===== config.mk =====
export PLATFORM = sky130hd
export DESIGN_NAME = abs_deviation_monitor_flat
export DESIGN_NICKNAME = d
export VERILOG_FILES = /design/src/rtl/abs_deviation_monitor_if.sv /design/src/rtl/abs_deviation_monitor.sv /design/src/flat_wrapper.sv
export SDC_FILE = /design/constraint.sdc
export NUM_CORES = 1
export LEC_CHECK = 0
export BUFFER_PORTS_ARGS = -buffer_cell sky130_fd_sc_hd__buf_2
export CORE_MARGIN = 10
export CORE_UTILIZATION = 25
export DETAILED_ROUTE_END_ITERATION = 10
export GPL_TIMING_DRIVEN = 0
export PLACE_DENSITY = 0.47
export SKIP_LAST_GASP = 1
export SYNTH_ARGS = -nofsm -noshare
export SYNTH_HDL_FRONTEND = slang
export SYNTH_SLANG_ARGS = --single-unit
export TNS_END_PERCENT = 30

===== constraint.sdc =====
create_clock -name clk -period 7.55 [get_ports clk]
set_input_delay 0.3775 -clock clk [delete_from_list [all_inputs] [get_ports clk]]
set_output_delay 0.3775 -clock clk [all_outputs]
set_load 0.02 [all_outputs]

===== src/rtl/abs_deviation_monitor_if.sv =====
// Sample/result handshake bundle between the sensor front end, the
// deviation monitor and the alarm/report logic.
interface abs_deviation_monitor_if #(
  parameter int unsigned WIDTH = 8
);
  logic             in_valid;
  logic             in_ready;
  logic [WIDTH-1:0] sample;
  logic [WIDTH-1:0] nominal;
  logic [WIDTH-1:0] threshold;
  logic             clear;
  logic             out_valid;
  logic             out_ready;
  logic [WIDTH-1:0] abs_dev;
  logic             over;
  logic             alarm;
  logic [WIDTH-1:0] peak;

  // Producer/consumer side that drives samples and accepts results
  modport master (
    output in_valid, sample, nominal, threshold, clear, out_ready,
    input  in_ready, out_valid, abs_dev, over, alarm, peak
  );

  // Monitor side
  modport slave (
    input  in_valid, sample, nominal, threshold, clear, out_ready,
    output in_ready, out_valid, abs_dev, over, alarm, peak
  );
endinterface


===== src/rtl/abs_deviation_monitor.sv =====
// Two-stage absolute-deviation monitor: |sample - nominal|, threshold
// flag, running peak and a sticky alarm after HOLD consecutive overs.
module abs_deviation_monitor #(
  parameter int unsigned WIDTH = 8,
  parameter int unsigned HOLD  = 3,
  parameter int unsigned CNT_W = 4
) (
  input  logic                  clk,
  input  logic                  rst_n,
  abs_deviation_monitor_if.slave bus
);

  localparam int unsigned DW = WIDTH + 1;
  localparam logic [CNT_W-1:0] HOLD_C = CNT_W'(HOLD);

  typedef enum logic [1:0] {
    ST_NORMAL  = 2'd0,
    ST_PENDING = 2'd1,
    ST_ALARM   = 2'd2
  } state_e;

  logic             advance;
  logic [DW-1:0]    diff_d, diff_q;
  logic             s1_valid_d, s1_valid_q;
  logic [WIDTH-1:0] abs_w;
  logic             over_w;
  logic [WIDTH-1:0] abs_dev_d, abs_dev_q;
  logic             over_d, over_q;
  logic             out_valid_d, out_valid_q;
  logic [WIDTH-1:0] peak_d, peak_q;
  logic             alarm_d, alarm_q;
  logic [CNT_W-1:0] cnt_d, cnt_q;
  state_e           state_d, state_q;

  // Both stages move together whenever the output slot is free or drained
  assign advance = !out_valid_q || bus.out_ready;

  // Magnitude of the stage-1 difference; the range never reaches -2^WIDTH,
  // so the low WIDTH bits of the negation are exact
  assign abs_w  = diff_q[WIDTH] ? (~diff_q[WIDTH-1:0] + WIDTH'(1)) : diff_q[WIDTH-1:0];
  assign over_w = abs_w > bus.threshold;

  assign bus.in_ready  = advance;
  assign bus.out_valid = out_valid_q;
  assign bus.abs_dev   = abs_dev_q;
  assign bus.over      = over_q;
  assign bus.alarm     = alarm_q;
  assign bus.peak      = peak_q;

  // Datapath pipeline: stage 1 difference, stage 2 result registers
  always_comb begin
    s1_valid_d  = s1_valid_q;
    diff_d      = diff_q;
    out_valid_d = out_valid_q;
    abs_dev_d   = abs_dev_q;
    over_d      = over_q;
    if (advance) begin
      s1_valid_d  = bus.in_valid;
      diff_d      = {bus.sample[WIDTH-1], bus.sample} - {bus.nominal[WIDTH-1], bus.nominal};
      out_valid_d = s1_valid_q;
      abs_dev_d   = abs_w;
      over_d      = over_w;
    end
  end

  // Alarm FSM and peak tracker, stepped only by valid stage-2 loads
  always_comb begin
    state_d = state_q;
    cnt_d   = cnt_q;
    peak_d  = peak_q;
    if (bus.clear) begin
      state_d = ST_NORMAL;
      cnt_d   = '0;
      peak_d  = '0;
    end else if (advance && s1_valid_q) begin
      if (abs_w > peak_q) peak_d = abs_w;
      case (state_q)
        ST_NORMAL: begin
          if (over_w) begin
            cnt_d   = CNT_W'(1);
            state_d = (HOLD_C == CNT_W'(1)) ? ST_ALARM : ST_PENDING;
          end
        end
        ST_PENDING: begin
          if (over_w) begin
            cnt_d = cnt_q + CNT_W'(1);
            if (cnt_d == HOLD_C) state_d = ST_ALARM;
          end else begin
            cnt_d   = '0;
            state_d = ST_NORMAL;
          end
        end
        ST_ALARM: cnt_d = HOLD_C;
        default: begin
          state_d = ST_NORMAL;
          cnt_d   = '0;
        end
      endcase
    end
    alarm_d = (state_d == ST_ALARM);
  end

  // State registers
  always_ff @(posedge clk or negedge rst_n) begin
    if (!rst_n) begin
      s1_valid_q  <= 1'b0;
      diff_q      <= '0;
      out_valid_q <= 1'b0;
      abs_dev_q   <= '0;
      over_q      <= 1'b0;
      peak_q      <= '0;
      alarm_q     <= 1'b0;
      cnt_q       <= '0;
      state_q     <= ST_NORMAL;
    end else begin
      s1_valid_q  <= s1_valid_d;
      diff_q      <= diff_d;
      out_valid_q <= out_valid_d;
      abs_dev_q   <= abs_dev_d;
      over_q      <= over_d;
      peak_q      <= peak_d;
      alarm_q     <= alarm_d;
      cnt_q       <= cnt_d;
      state_q     <= state_d;
    end
  end

endmodule


===== src/flat_wrapper.sv =====
// flat-port wrapper written by rule: the top's interface ports become plain ports
module abs_deviation_monitor_flat 
#(
  parameter int unsigned WIDTH = 8,
  parameter int unsigned HOLD  = 3,
  parameter int unsigned CNT_W = 4
)
  (clk, rst_n, bus_in_valid, bus_sample, bus_nominal, bus_threshold, bus_clear, bus_out_ready, bus_in_ready, bus_out_valid, bus_abs_dev, bus_over, bus_alarm, bus_peak);
  abs_deviation_monitor_if #(.WIDTH(WIDTH)) bus_i ();
  input  logic clk;
  input  logic rst_n;
  input wire logic [$bits(bus_i.in_valid)-1:0] bus_in_valid;
  input wire logic [$bits(bus_i.sample)-1:0] bus_sample;
  input wire logic [$bits(bus_i.nominal)-1:0] bus_nominal;
  input wire logic [$bits(bus_i.threshold)-1:0] bus_threshold;
  input wire logic [$bits(bus_i.clear)-1:0] bus_clear;
  input wire logic [$bits(bus_i.out_ready)-1:0] bus_out_ready;
  output wire logic [$bits(bus_i.in_ready)-1:0] bus_in_ready;
  output wire logic [$bits(bus_i.out_valid)-1:0] bus_out_valid;
  output wire logic [$bits(bus_i.abs_dev)-1:0] bus_abs_dev;
  output wire logic [$bits(bus_i.over)-1:0] bus_over;
  output wire logic [$bits(bus_i.alarm)-1:0] bus_alarm;
  output wire logic [$bits(bus_i.peak)-1:0] bus_peak;
  assign bus_i.in_valid = bus_in_valid;
  assign bus_i.sample = bus_sample;
  assign bus_i.nominal = bus_nominal;
  assign bus_i.threshold = bus_threshold;
  assign bus_i.clear = bus_clear;
  assign bus_i.out_ready = bus_out_ready;
  assign bus_in_ready = bus_i.in_ready;
  assign bus_out_valid = bus_i.out_valid;
  assign bus_abs_dev = bus_i.abs_dev;
  assign bus_over = bus_i.over;
  assign bus_alarm = bus_i.alarm;
  assign bus_peak = bus_i.peak;
  abs_deviation_monitor #(.WIDTH(WIDTH), .HOLD(HOLD), .CNT_W(CNT_W)) u_core (.clk(clk), .rst_n(rst_n), .bus(bus_i));
endmodule

==> results.cfg <==
[critical_path]
path_cells = or3_1, o31ai_1, xor2_1, inv_1, ha_1, nand2_1, o21ai_0, inv_1, a211oi_2, or3b_1, a21oi_1
r2r_start = u_core.diff_q[1]
rr_worst_depth = 11
critPathLaunchType = flip-flop
cp-startpoint = u_core.diff_q[1]
end_kind = flip-flop
reg2reg_slack_ps = 4220
cpPeakStageDelay_ps = 420
arrival_ps = 3530
crit_required_ps = 7750
crit_path_frequent_cell = inv_1
critical_path_class = reg2reg
slowest_stage = or3_1
path_max_fanout = 4
r2r_end = u_core.state_q[1]

[route]
drc = 0
ant_nets = 0
wl_per_cell_um = 14.1
wirelength_um = 6410
drt_iter0_markers = 89
dr.pass1.iters = 4
num_vias = 2051
viasPerCell = 4.52

[global_route]
grt_util_all_layers_pct = 9.41
grt_max_degree = 36
grt_pass1_wl_um = 11000
first_global_vias = 2136
grt_antenna_before_repair = 0
overflow = 0

[clocking]
clock_latency_ps = 280
clk_path_buf_depth = 2
post_cts_buffers = 0
hold_buffers = 0
cts_tree = built
path_clk_slew_ps = 70
cts_sinks = 35
cts-htree-levels = 2
cts_made_buffers = 5
cts_resized = 0
clockRootBuffer = clkbuf_8

[logic_synthesis]
synth_warnings = 0
avgSynthCellArea_sq_um = 8.94
syn_inst = 271
ys_seq_elements = 35
synth-main-ff-cell = dfrtp_1
seq_area_frac_synth_pct = 36.2
synth_top_cell_by_area = dfrtp_1
synth.area.top_cells = dfrtp_1, ha_1, inv_1, a21oi_1, o31ai_1
async_flop_share_pct = 100
synth_nets = 328
synth_top_area_share_pct = 36.2
synth_cell_types = 44
synth_area_sq_um = 2420
synth-edff-count = 0

[placed_design]
gp_congestion = 0.757
pre_cts_slack_ps = 4220
dpl_cell_area_sq_um = 2820
port-buffer-count = 47
hpwl_um = 5120

[pwr]
intPower_uw = 445
p_switching_uw = 325
ir_drop_v = 0.0000741
combPwrFrac_pct = 47.8
finalPower_uw = 770
p_leak_nw = 1.43
p_seq_share_pct = 34.2
p_clk_share_pct = 18.0
switching_share_pct = 42.2
power_density_nw_per_um2 = 265

[sta]
setup_viol = 0
rsz0062_at_grt = false
hold_violations = 0
period_share_pct = 44.1
worst_slew_pin_slew_ps = 810
min_period_ps = 3330
setup_slack_ps = 4220
drv_slew = 0
fin_setup_tns_ps = 0
fmax_ghz = 0.300
fin_skew_ps = 4.68
slew_headroom_pct = 46.0

[hold_path]
hold_path.class = in2async

[floorplanning]
top_level_ports = 49
rows = 35
fp.dieH_um = 118
dieArea_sq_um = 14000
die_w_um = 118
coreArea_sq_um = 9330
start_util_pct = 26.0

[layout]
fin_util_pct = 31.2
syn_to_final_growth_pct = 20.0
finalInstanceArea_sq_um = 2910
antenna_cells = 0
nets = 382
drive_above_1_share_pct = 19.1

[flow_run]
max_cap_viol_count = 0

[status]
status = completed
==> power by group through the flow <==
stage	clock network [mW]	registers [mW]	logic (mW)
after detailed placement	0	0.268	0.373
after CTS	0.145	0.264	0.374
after global routing	0.151	0.271	0.420
final	0.139	0.263	0.368
after global placement	0	0.267	0.367
after floorplan	0	0.301	0.218
==> cell usage in the layout, fill, tap and decap left out, drive strengths merged, types with 9 or more instances in the layout <==
cell and n:
ha 27, dfrtp 35, o31ai 14, a21oi 23
nor2 18, o21ai 9, inv 38, clkbuf 14
buf 48, nand2 16
==> state kept, by name, indices dropped and copies added, names as in the netlist <==
signal / cells
u_core.state_q: 2
u_core.bus.over: 1
u_core.bus.abs_dev: 8
u_core.bus.alarm: 1
u_core.diff_q: 9
u_core.bus.peak: 8
u_core.s1_valid_q: 1
u_core.cnt_q: 4
u_core.bus.out_valid: 1
==> cells by family after synthesis <==
group	synth area share, %
XOR/XNOR	3.25
AO/OA/AOI/OAI	21.8
multiplexers	0.826
AND/OR/NAND/NOR	15.9
flip-flops	36.2
buffers and inverters	7.33
adder cells (fa/ha/maj)	14.8
==> per-stage QoR <==
stage          instances  hold WS (ps)
2_1_floorplan        271          81.9
3_3_place_gp         447           463
3_5_place_dp         447           470
4_1_cts              454           216
5_1_grt              454           248
6_report             454           187
==> worst max-delay path by stage <==
stage	endpoint	slack, ps	cells past startpoint
final	u_core.state_q[1]	4220	11
after global routing	u_core.state_q[1]	3870	11
after CTS	u_core.state_q[1]	4200	11
after detailed placement	u_core.cnt_q[2]	4220	11
after global placement	u_core.bus.alarm	4230	11
after floorplan	u_core.cnt_q[3]	4720	10
==> per-layer routing <==
metal  up-vias  track usage [%]  part of all wire, %
li1       1051                -                    -
met1       957             11.9                   49
met2        38             16.0                   48
met3         5             1.48                  2.3
met4         0             2.98                  1.0
met5         -                0                    0
==> synth_stat cells, types with 2 or more instances <==
cell type	instances
inv_1	37
dfrtp_1	35
ha_1	27
a21oi_1	23
nor2_1	18
nand2_1	16
o31ai_1	14
a211o_1	8
clkbuf_1	8
nand2b_1	8
o21ai_0	7
xor2_1	7
a21o_1	6
nand4_1	5
nor2b_1	5
nor3_1	5
o21a_1	5
o211ai_1	3
or3_1	3
a211oi_1	2
and3_1	2
mux2i_1	2
nand3_1	2
nor4b_1	2
xnor2_1	2
==> final cells by class <==
type | count | area, sq um
plain buffers | 9 | 35.0
clock buffers | 6 | 82.6
fillers | 1018 | 6420
repair buffers | 47 | 235
clock inverters | 1 | 5.00
multi-input cells | 189 | 1370
flip-flops and latches | 35 | 876
inverters | 38 | 143
well taps | 129 | 161
==> worst max-delay path: cells and delay by family, from the launching register on <==
kind	cells	cell delay [ps]
compound gates	4	940
xor+xnor	1	400
fa+ha+maj	1	340
buf+inv	2	290
flops	1	410
simple gates	3	880
Note: power is estimated with default switching activity, not from simulation.
